[src/rtl/mem_bus_pkg.sv]
// Shared encodings for the CPU memory-bus arbiter: access sizes, bus owner and FSM state.
package mem_bus_pkg;

    typedef enum logic [1:0] {
        SZ_BYTE = 2'd0,
        SZ_HALF = 2'd1,
        SZ_WORD = 2'd2
    } size_e;

    typedef enum logic [1:0] {
        OWN_NONE = 2'd0,
        OWN_I    = 2'd1,
        OWN_D    = 2'd2
    } owner_e;

    typedef enum logic [1:0] {
        ARB_IDLE    = 2'd0,
        ARB_GRANT   = 2'd1,
        ARB_RELEASE = 2'd2
    } arb_state_e;

    localparam int TIMER_W = 10;
    localparam int BEAT_W  = 8;

endpackage

[src/rtl/mem_port_arbiter.sv]
// Two-master (I-fill / D-access) arbiter for the single req/rec memory bus, with
// cache-line grant locking for the I port and a hung-transaction timeout.
module mem_port_arbiter
    import mem_bus_pkg::*;
#(
    parameter int LINE_BEATS = 8,
    parameter int TIMEOUT    = 1023,
    parameter bit D_PRIORITY = 1'b1
) (
    input  logic        mclk,
    input  logic        reset,
    input  logic        i_req,
    input  logic        d_req,
    input  logic [31:0] i_addr,
    input  logic [31:0] d_addr,
    input  logic        i_rw,
    input  logic        d_rw,
    input  logic [31:0] i_wdata,
    input  logic [31:0] d_wdata,
    input  logic [1:0]  i_size,
    input  logic [1:0]  d_size,
    output logic        i_rec,
    output logic        d_rec,
    output logic        i_err,
    output logic        d_err,
    output logic [31:0] rdata,
    output logic [31:0] mem_address,
    output logic        mem_rw_req,
    output logic        mem_rw,
    output logic [31:0] mem_write_data,
    output logic [1:0]  mem_size,
    input  logic [31:0] mem_read_data,
    input  logic        mem_rec,
    output logic        bus_timeout,
    output arb_state_e  dbg_state_o
);

    localparam logic [TIMER_W-1:0] TIMEOUT_C = TIMEOUT[TIMER_W-1:0];
    localparam logic [BEAT_W-1:0]  LOCK_LAST = BEAT_W'(LINE_BEATS - 1);

    arb_state_e         state_q, state_d;
    owner_e             owner_q, owner_d;
    owner_e             last_owner_q, last_owner_d;
    logic [BEAT_W-1:0]  beat_q, beat_d;
    logic [TIMER_W-1:0] timer_q, timer_d;
    logic [31:0]        addr_q, addr_d;
    logic [31:0]        wdata_q, wdata_d;
    logic [1:0]         size_q, size_d;
    logic               rw_q, rw_d;
    logic               rw_req_q, rw_req_d;
    logic               timeout_q, timeout_d;

    logic   lock;
    owner_e win;
    logic   grant_rec;
    logic   grant_abort;

    // The I port keeps the bus across consecutive beats of one cache-line fill.
    assign lock = (last_owner_q == OWN_I) && i_req && (beat_q < LOCK_LAST);

    always_comb begin
        win = OWN_NONE;
        if (lock) begin
            win = OWN_I;
        end else if (d_req && i_req) begin
            if (D_PRIORITY) begin
                win = OWN_D;
            end else begin
                win = (last_owner_q == OWN_D) ? OWN_I : OWN_D;
            end
        end else if (d_req) begin
            win = OWN_D;
        end else if (i_req) begin
            win = OWN_I;
        end
    end

    // A completion in the timeout cycle takes precedence, so the abort is masked by mem_rec.
    assign grant_rec   = (state_q == ARB_GRANT) && mem_rec;
    assign grant_abort = (state_q == ARB_GRANT) && (TIMEOUT_C != '0) &&
                         (timer_q == TIMEOUT_C) && !mem_rec;

    assign i_rec = grant_rec   && (owner_q == OWN_I);
    assign d_rec = grant_rec   && (owner_q == OWN_D);
    assign i_err = grant_abort && (owner_q == OWN_I);
    assign d_err = grant_abort && (owner_q == OWN_D);

    assign rdata          = mem_read_data;
    assign mem_address    = addr_q;
    assign mem_rw_req     = rw_req_q;
    assign mem_rw         = rw_q;
    assign mem_write_data = wdata_q;
    assign mem_size       = size_q;
    assign bus_timeout    = timeout_q;
    assign dbg_state_o    = state_q;

    always_comb begin
        state_d      = state_q;
        owner_d      = owner_q;
        last_owner_d = last_owner_q;
        beat_d       = beat_q;
        timer_d      = timer_q;
        addr_d       = addr_q;
        wdata_d      = wdata_q;
        size_d       = size_q;
        rw_d         = rw_q;
        rw_req_d     = rw_req_q;
        timeout_d    = timeout_q;

        unique case (state_q)
            ARB_IDLE: begin
                if (win != OWN_NONE) begin
                    owner_d  = win;
                    rw_req_d = 1'b1;
                    timer_d  = '0;
                    state_d  = ARB_GRANT;
                    if (win == OWN_D) begin
                        addr_d  = d_addr;
                        rw_d    = d_rw;
                        wdata_d = d_wdata;
                        size_d  = d_size;
                    end else begin
                        addr_d  = i_addr;
                        rw_d    = i_rw;
                        wdata_d = i_wdata;
                        size_d  = i_size;
                        beat_d  = lock ? beat_q + 1'b1 : '0;
                    end
                end
            end
            ARB_GRANT: begin
                if (grant_rec) begin
                    rw_req_d     = 1'b0;
                    last_owner_d = owner_q;
                    state_d      = ARB_RELEASE;
                end else if (grant_abort) begin
                    rw_req_d  = 1'b0;
                    timeout_d = 1'b1;
                    beat_d    = '0;
                    state_d   = ARB_RELEASE;
                end else begin
                    timer_d = timer_q + 1'b1;
                end
            end
            ARB_RELEASE: begin
                owner_d = OWN_NONE;
                timer_d = '0;
                state_d = ARB_IDLE;
            end
            default: begin
                state_d = ARB_IDLE;
            end
        endcase
    end

    always_ff @(posedge mclk or negedge reset) begin
        if (!reset) begin
            state_q      <= ARB_IDLE;
            owner_q      <= OWN_NONE;
            last_owner_q <= OWN_D;
            beat_q       <= '0;
            timer_q      <= '0;
            addr_q       <= '0;
            wdata_q      <= '0;
            size_q       <= '0;
            rw_q         <= 1'b0;
            rw_req_q     <= 1'b0;
            timeout_q    <= 1'b0;
        end else begin
            state_q      <= state_d;
            owner_q      <= owner_d;
            last_owner_q <= last_owner_d;
            beat_q       <= beat_d;
            timer_q      <= timer_d;
            addr_q       <= addr_d;
            wdata_q      <= wdata_d;
            size_q       <= size_d;
            rw_q         <= rw_d;
            rw_req_q     <= rw_req_d;
            timeout_q    <= timeout_d;
        end
    end

endmodule

[config.mk]
export PLATFORM = sky130hd
export DESIGN_NAME = mem_port_arbiter
export DESIGN_NICKNAME = d
export VERILOG_FILES = /design/src/rtl/mem_bus_pkg.sv /design/src/rtl/mem_port_arbiter.sv
export SDC_FILE = /design/constraint.sdc
export NUM_CORES = 1
export LEC_CHECK = 0
export ABC_CLOCK_PERIOD_IN_PS = 5600
export CORE_AREA = 3 3 126 128
export CTS_CLUSTER_DIAMETER = 60
export DETAILED_ROUTE_END_ITERATION = 16
export DIE_AREA = 0 0 129 131
export PLACE_DENSITY_LB_ADDON = 0.1
export SETUP_SLACK_MARGIN = 0.3
export SLEW_MARGIN = 25
export SYNTH_ARGS = -nofsm -noshare
export SYNTH_HDL_FRONTEND = slang
export SYNTH_SLANG_ARGS = --single-unit
[constraint.sdc]
create_clock -name mclk -period 5.6 [get_ports mclk]
set_input_delay 1.12 -clock mclk [delete_from_list [all_inputs] [get_ports mclk]]
set_output_delay 1.12 -clock mclk [all_outputs]
set_load 0.02 [all_outputs]
Word-level counts from Yosys, hierarchy flattened
Index checks and enable logic that the tools add are counted.
{ "op_classes": {"shift": 0, "bitwise_logic": 1, "n_eq_ne": 13, "n_mul": 0, "n_addsub": 2, "reduce_logical": 24, "order_cmp": 1, "n_div": 0, "n_mux": 28} }
{ "ops": {"columns": ["cell", "n"], "rows": [
  ["$mux W32", 2],
  ["$mux W8", 5],
  ["$mux W10", 3],
  ["$pmux W10 S3", 1],
  ["$mux W2", 8],
  ["$pmux W8 S2", 1],
  ["$add A10 B1 Y10 const B", 1],
  ["$eq A10 B10 Y1 const B", 1],
  ["$logic_and A1 B1 Y1", 10],
  ["$ne A2 B2 Y1 const B", 5],
  ["$add A8 B1 Y8 const B", 1],
  ["$lt A8 B3 Y1 const B", 1],
  ["$pmux W2 S2", 2],
  ["$reduce_and A2 Y1", 4],
  ["$eq A2 B1 Y1 const B", 3],
  ["$eq A2 B2 Y1 const B", 3],
  ["$reduce_and A3 Y1", 2],
  ["$reduce_bool A2 Y1", 3],
  ["$mux W1", 5],
  ["$reduce_and A5 Y1", 1],
  ["$reduce_and A4 Y1", 1],
  ["$ne A3 B3 Y1 const B", 1],
  ["$reduce_bool A3 Y1", 1],
  ["$logic_not A2 Y1", 1],
  ["3 further kinds", 3]
]} }
{ "totals": {"memories": 0, "rom_bits": 0, "mem_bits_rw": 0, "out_inout_bits": 107, "wordCells": 80, "inputBits": 171, "latchBits": 0, "ff_bits": 93} }

Longest topological paths before layout
Gate-level depths: netlist of the first run.
{ "logic_depth": {"ltp_word": 8, "ltp_mapped": 8, "mapped_depth_nobuf": 6} }

Least setup slack after synthesis of the first run
Ideal clock, no wire load.
{ "synth_timing": {"kind": "input-to-output", "startpoint": "input mem_rec", "endpoint": "output d_err", "n_path_buf": 0, "arrival_time_ps": 1798, "path_stages": 3, "required_time_ps": 4480, "path_slack_ps": 2682, "path_cell_list": "nor3b_2 nand4_2 nor2_1"} }
{ "synth_between": {"elab_chain_len": 3} }
{ "synth_rtl": {"columns": ["item", "line", "source"], "rows": [
  ["start: declaration", "mem_port_arbiter.sv:33", "input logic mem_rec,"],
  ["$logic_not A1 Y1", "mem_port_arbiter.sv:81", "(timer_q == TIMEOUT_C) && !mem_rec;"],
  ["$logic_and A1 B1 Y1", "mem_port_arbiter.sv:81", null],
  ["$logic_and A1 B1 Y1", "mem_port_arbiter.sv:86", "assign d_err = grant_abort && (owner_q == OWN_D);"],
  ["end: declaration", "mem_port_arbiter.sv:25", "output logic d_err,"]
]} }
No other way between the ends.

Worst setup path after layout of the first run
Ends and elaborated chain as after synthesis.

==> out/qor.yml, run 1 <==
timing.critical_path.from_type: "input port"
ys.flop_type: "dfrtp_1"
synth_top_area_cell: "dfrtp_1"
seq_area_frac_synth: 0.5290
outcome: "complete, no violations"
totalNegativeSetupSlack_ns: 0
timing.fmax_mhz: 253.1
ios: 278
synth_seq_cells: 93
synth.top_cells.by_area: "dfrtp_1, nand2_1, a22oi_1"
antenna_left: 0
initial_core_utilization: 0.2939
chipWidth_um: 129
worst_setup_hold_path_clk_slew_ns: 0.06
total_number_of_vias: 3798
grt_pass1_wl_mm: 20.69
setup_violations: 0
drt_drc_violations_left: 0
place_hpwl_mm: 9.976
worst-endpoint-arrival_ns: 2.83
synth.top_cells.by_count: "nand2_1, dfrtp_1, a22oi_1"
yosys.area_share.xor_xnor: 0.01592
synth_compound_area_frac: 0.1484
min_from: "bus_timeout"
fin_total_pwr_mw: 3.387
dominant_cell_by_count_in_the_synthesized_netlist: "nand2_1"
gpl.final_weighted_congestion: 0.7649
first_global_vias: 3809
yosys_warnings: 0
cp-startpoint: "mem_rec"
drive_gt1_frac: 0.06329
worst-setup-path-type: "input port to output port"
coreArea_um2: 14980
detailedRoute.firstIterationViolations: 216
critical_path.max_fanout: 6
yosysTopAreaCellShare: 0.5230
critPathCaptureType: "output port"
track_usage: 0.1581
cts_repair_resize_count: 0
synthMuxAreaShare: 0.007391
cts.path.max_buffers: 2
worst_skew_pair.late_latency_ns: 0.34
fin_crit_ns: 3.951
synth.cell_area_um2: 4402
level_count_of_the_clock_h_tree: 3
placement.setup.worst_slack_ns: 1.534
power.leakage_nw: 3.026
detailedRoute.firstPassIterationCount: 4
clock_tree.root_cell: "clkbuf_16"
synth_cells: 455
num_cts_buffers: 9
hp-class: "register to register"
worstMarginPinSlew_ns: 0.9988
cts_setup_buffers: 0
finalNetCount: 800
simple_gate_share_of_the_synthesized_area: 0.2081
detail_route.wirelength_mm: 13.49
postPlaceCellArea_um2: 6471
detail_route.wl_per_cell_um: 16.45
maxCapViolations: 0
dieHeight_um: 131
maximum_number_of_pins_on_one_net_before_global_route_repair: 69
maximum_vdd_drop_v: 0.0002734
async_reset_ff_frac: 1.000
final-max-slew-violation-count: 0
layout_setup_ws_ns: 1.649
postLayoutCellArea_um2: 6765
ys_types: 45
synth_area_per_cell_um2: 9.674
final_worst_path_cycle_share: 0.7055
power_density_nw_per_um2: 500.7
clock_skew_ns: 0.004888
timing.rr.start: "dbg_state_o[1]"
dieArea_um2: 16900
dominant_combinational_cell_family_by_area_after_synthesis: "simple AND/OR/NAND/NOR gates"
grt.overflow.total: 0
critical_path_data_required_time_ns: 4.48
cts_sinks: 93
hold_buffers: 0
fp-row-count: 45
antenna-diode-count: 0
route.detailed.vias_per_inst: 4.632
synth_edf_count: 0
unrepaired_setup_endpoints_after_global_routing: "no"
port_buffers: 213
cts_tree: "yes"
area_growth_pct: 53.70
relSlewSlack: 0.3310
report.final.hold_viol_count: 0
post_synth_fa_ha_maj_area_fraction: 0.005685
antenna_found_initial: 0
synth_fp_nets: 628
## through the flow
stage | cells | hold slack, ns | util
2_1_floorplan | 455 | 0.4823 | -
3_3_place_gp | 804 | 0.4480 | 0.4321
3_5_place_dp | 804 | 0.4504 | 0.4321
4_1_cts | 820 | 0.4688 | 0.4517
5_1_grt | 820 | 0.4890 | 0.4517
6_report | 820 | 0.4603 | 0.4517
## path summary, 6_finish.rpt
kind | end | cells after the start | slack (ns)
worst max-delay path | d_err | 5 | 1.65
worst min-delay path | bus_timeout | 1 | 0.46
worst max register to register | mem_write_data[16] | 6 | 2.67
worst min register to register | bus_timeout | 1 | 0.46
max in group asynchronous | mem_write_data[21] | 2 | 3.76
min in group asynchronous | dbg_state_o[0] | 1 | 0.78
## power breakdown
part,switching (mW),internal [mW],total [mW]
Combinational,0.899,0.750,1.65
Clock,0.248,0.357,0.605
Sequential,0.179,0.955,1.13
## flip-flops by register name (all words and copies together) (netlist names), 2 cells and up
| name | count |
|---|---|
| mem_write_data | 32 |
| beat_q | 8 |
| owner_q | 2 |
| mem_address | 32 |
| dbg_state_o | 2 |
| mem_size | 2 |
| last_owner_q | 2 |
| timer_q | 10 |
## kinds of logic after synthesis
| kind of cell | after synthesis |
|---|---|
| DFF | 93 |
| xor gates and xnor gates | 8 |
| muxes | 3 |
| adders and majority gates | 2 |
| buffers and inverters | 62 |
| AOI/OAI and AO/OA | 84 |
| and+or+nand+nor | 203 |
## area by class of cell
cell class | instances | area [um^2]
fillers | 1518 | 8212
flip-flops and latches | 93 | 2328
repair buffers | 218 | 2180
multi-input cells | 300 | 1709
clock buffers | 12 | 246.5
well taps | 188 | 235.2
clock inverters | 4 | 47.55
inverters | 5 | 18.77
## cells in the final DEF, fill, tap and decap left out, types with 2 or more instances in the layout
master	instances
and4_1	2
nor2_1	21
clkinv_2	2
ha_1	2
nand3_1	5
dfrtp_1	92
xor2_1	8
nand2b_1	2
nand4_1	5
clkbuf_1	2
a21oi_1	5
clkbuf_16	9
a21o_1	2
mux2_2	2
inv_1	5
nor3_1	2
buf_4	5
nand2_1	142
a22oi_1	67
o21ai_0	4
clkdlybuf4s50_1	212
or2_2	3
and3_1	3
## worst max-delay path, cell delays in order
cell,delay (ns)
clkdlybuf4s50_1,0.51
nor3b_2,0.22
nand4_2,0.23
nor2_1,0.14
clkdlybuf4s50_1,0.61
## per-layer routing
| metal | GRT usage | vias to the layer above | wire length, um | share of wire |
|---|---|---|---|---|
| met3 | 0.06951 | 20 | 1062 | 0.079 |
| li1 | - | 1861 | - | - |
| met5 | 0 | - | 0 | 0 |
| met4 | 0.04694 | 0 | 255 | 0.019 |
| met1 | 0.1839 | 1784 | 5293 | 0.39 |
| met2 | 0.2649 | 133 | 6880 | 0.51 |
Note: power is estimated with default switching activity, not from simulation.
==> run 2, diff against run 1 <==
- ABC_CLOCK_PERIOD_IN_PS: 5600 -> 3600
- clock period: 5.6 -> 3.6 ns (I/O delays scaled with it)
==> out/qor.yml, run 2 (synthesis gave the netlist of run 1 again) <==
chipWidth_um: 129  # unchanged
slowest_delay_ns: 0.63  # +0.02 ns
cts.path.max_buffers: 2  # unchanged
worstMarginPinSlew_ns: 0.7385  # -0.2603 ns
critPathCaptureType: "output port"
maximum_vdd_drop_v: 0.0002731  # -0.11%
unrepaired_setup_endpoints_after_global_routing: "no"
grt.overflow.total: 0  # unchanged
dieHeight_um: 131  # unchanged
port_buffers: 213  # unchanged
grt.busiest_layer: "met2"
antenna-diode-count: 0  # unchanged
timing.critical_path.from_type: "input port"
place_inst: 806  # +0.25%
global_route.usage.met1: 0.1853  # +0.001426
place_hpwl_mm: 10.08  # +1.0%
placement.setup.worst_slack_ns: 0.4782  # -1.056 ns
clock_tree.root_cell: "clkbuf_16"
power_density_nw_per_um2: 779.6  # +56%
outcome: "complete, no violations"
worst_skew_pair.late_latency_ns: 0.34  # about the same
fin_total_pwr_mw: 5.299  # +56%
cts_setup_buffers: 0  # unchanged
critical_path_data_required_time_ns: 2.88  # -1.60 ns
layout_setup_ws_ns: 0.4751  # -1.174 ns
grt_util_met2: 0.2549  # -0.01006
power.leakage_nw: 3.054  # +0.91%
cts_repair_resize_count: 0  # unchanged
final_worst_path_cycle_share: 0.8680
detail_route.wirelength_mm: 13.32  # -1.3%
level_count_of_the_clock_h_tree: 3  # unchanged
clock_skew_ns: 0.006039  # +0.001151 ns
antenna_left: 0  # unchanged
first_global_vias: 3736  # -1.9%
grt_util_met3: 0.05081  # -0.01870
critPathSlowestCell: "clkdlybuf4s50_1"
num_cts_buffers: 9  # unchanged
worst-endpoint-arrival_ns: 2.40  # -0.43 ns
layout_commonest_cell: "clkdlybuf4s50_1"
antenna_found_initial: 0  # unchanged
relSlewSlack: 0.5077  # +0.1766
hp-class: "input port to async pin"
path_delay_family: "buffers and inverters"
fin_crit_ns: 3.125
cts_tree: "yes"
area_growth_pct: 54.43
detailedRoute.firstPassIterationCount: 4  # unchanged
coreArea_um2: 14980  # unchanged
critical_path.max_fanout: 6  # unchanged
worst_setup_hold_path_clk_slew_ns: 0.06  # about the same
report.final.hold_viol_count: 0  # unchanged
track_usage: 0.1536  # -0.004475
timing.critical_path.cells: "clkdlybuf4s50_1 > nor3b_2 > nand4_2 > nor2_1 > clkdlybuf4s50_1"
detailedRoute.firstIterationViolations: 212  # -1.9%
total_number_of_vias: 3829  # +0.82%
totalNegativeSetupSlack_ns: 0  # unchanged
maxCapViolations: 0  # unchanged
most_frequent_cells_in_the_layout: "clkdlybuf4s50_1, nand2_1, dfrtp_1, a22oi_1, nor2_1"
final_cells: 822  # +0.24%
setup_violations: 0  # unchanged
fp-row-count: 45  # unchanged
maximum_number_of_pins_on_one_net_before_global_route_repair: 68  # -1.4%
timing.fmax_mhz: 320.0
finalNetCount: 802  # +0.25%
detail_route.wl_per_cell_um: 16.20  # -1.5%
most_frequent_cell_on_the_critical_path: "clkdlybuf4s50_1"
final-max-slew-violation-count: 0  # unchanged
cts_sinks: 93  # unchanged
drt_drc_violations_left: 0  # unchanged
ios: 278  # unchanged
drive_gt1_frac: 0.06940  # +0.006109
route.detailed.vias_per_inst: 4.658  # +0.57%
worst_hold_slack_ns: 0.4073  # -0.05293 ns
initial_core_utilization: 0.2939  # unchanged
grt_pass1_wl_mm: 20.08  # -3.0%
cp.buffers_inverters: 2  # unchanged
gpl.final_weighted_congestion: 0.7538  # -1.5%
hold_buffers: 0  # unchanged
worst-setup-path-type: "input port to output port"
dieArea_um2: 16900  # unchanged
[run 2: changes by cell type in the layout (fill, tap and decap cells not counted)]
cell / previous run / this run
clkbuf_1: 2 / 0
buf_4: 5 / 7
clkbuf_8: 1 / 3
clkinv_2: 2 / 3
clkinvlp_4: 1 / 0
[run 2: final cells by class]
cell class,instances,area (um^2)
Sequential cell,93,2328
Inverter,5,18.77
Timing Repair Buffer,220,2195
Tap cell,188,235.2
Clock buffer,12,266.5
Fill cell,1480,8179
Clock inverter,4,45.04
Multi-Input combinational cell,300,1709
[run 2: layer usage]
| layer | vias to the layer above | routed length (um) |
|---|---|---|
| met2 | 126 | 6940 |
| met1 | 1813 | 5212 |
| li1 | 1870 | - |
| met3 | 20 | 922 |
| met4 | 0 | 244 |
| met5 | - | 0 |
[run 2: per-stage QoR]
step | util | instance area [um^2]
4_1_cts | 0.4539 | 6798
6_report | 0.4539 | 6798
2_1_floorplan | - | 4402
3_3_place_gp | 0.4331 | 6486
3_5_place_dp | 0.4331 | 6486
5_1_grt | 0.4539 | 6798
[run 2: worst paths after layout]
check	cells after the start	slack, ns	start	to
worst max-delay path	5	0.48	mem_rec	d_err
worst min-delay path	1	0.41	reset	timer_q[3]
worst max register to register	6	1.35	beat_q[0]	beat_q[7]
worst min register to register	2	0.46	mem_address[5]	mem_address[5]
max in group asynchronous	2	2.48	reset	last_owner_q[1]
min in group mclk	2	0.46	mem_address[5]	mem_address[5]
[run 2: power breakdown]
| group | switching [mW] | internal [mW] |
|---|---|---|
| Combinational | 1.40 | 1.17 |
| Clock | 0.391 | 0.592 |
| Sequential | 0.270 | 1.49 |
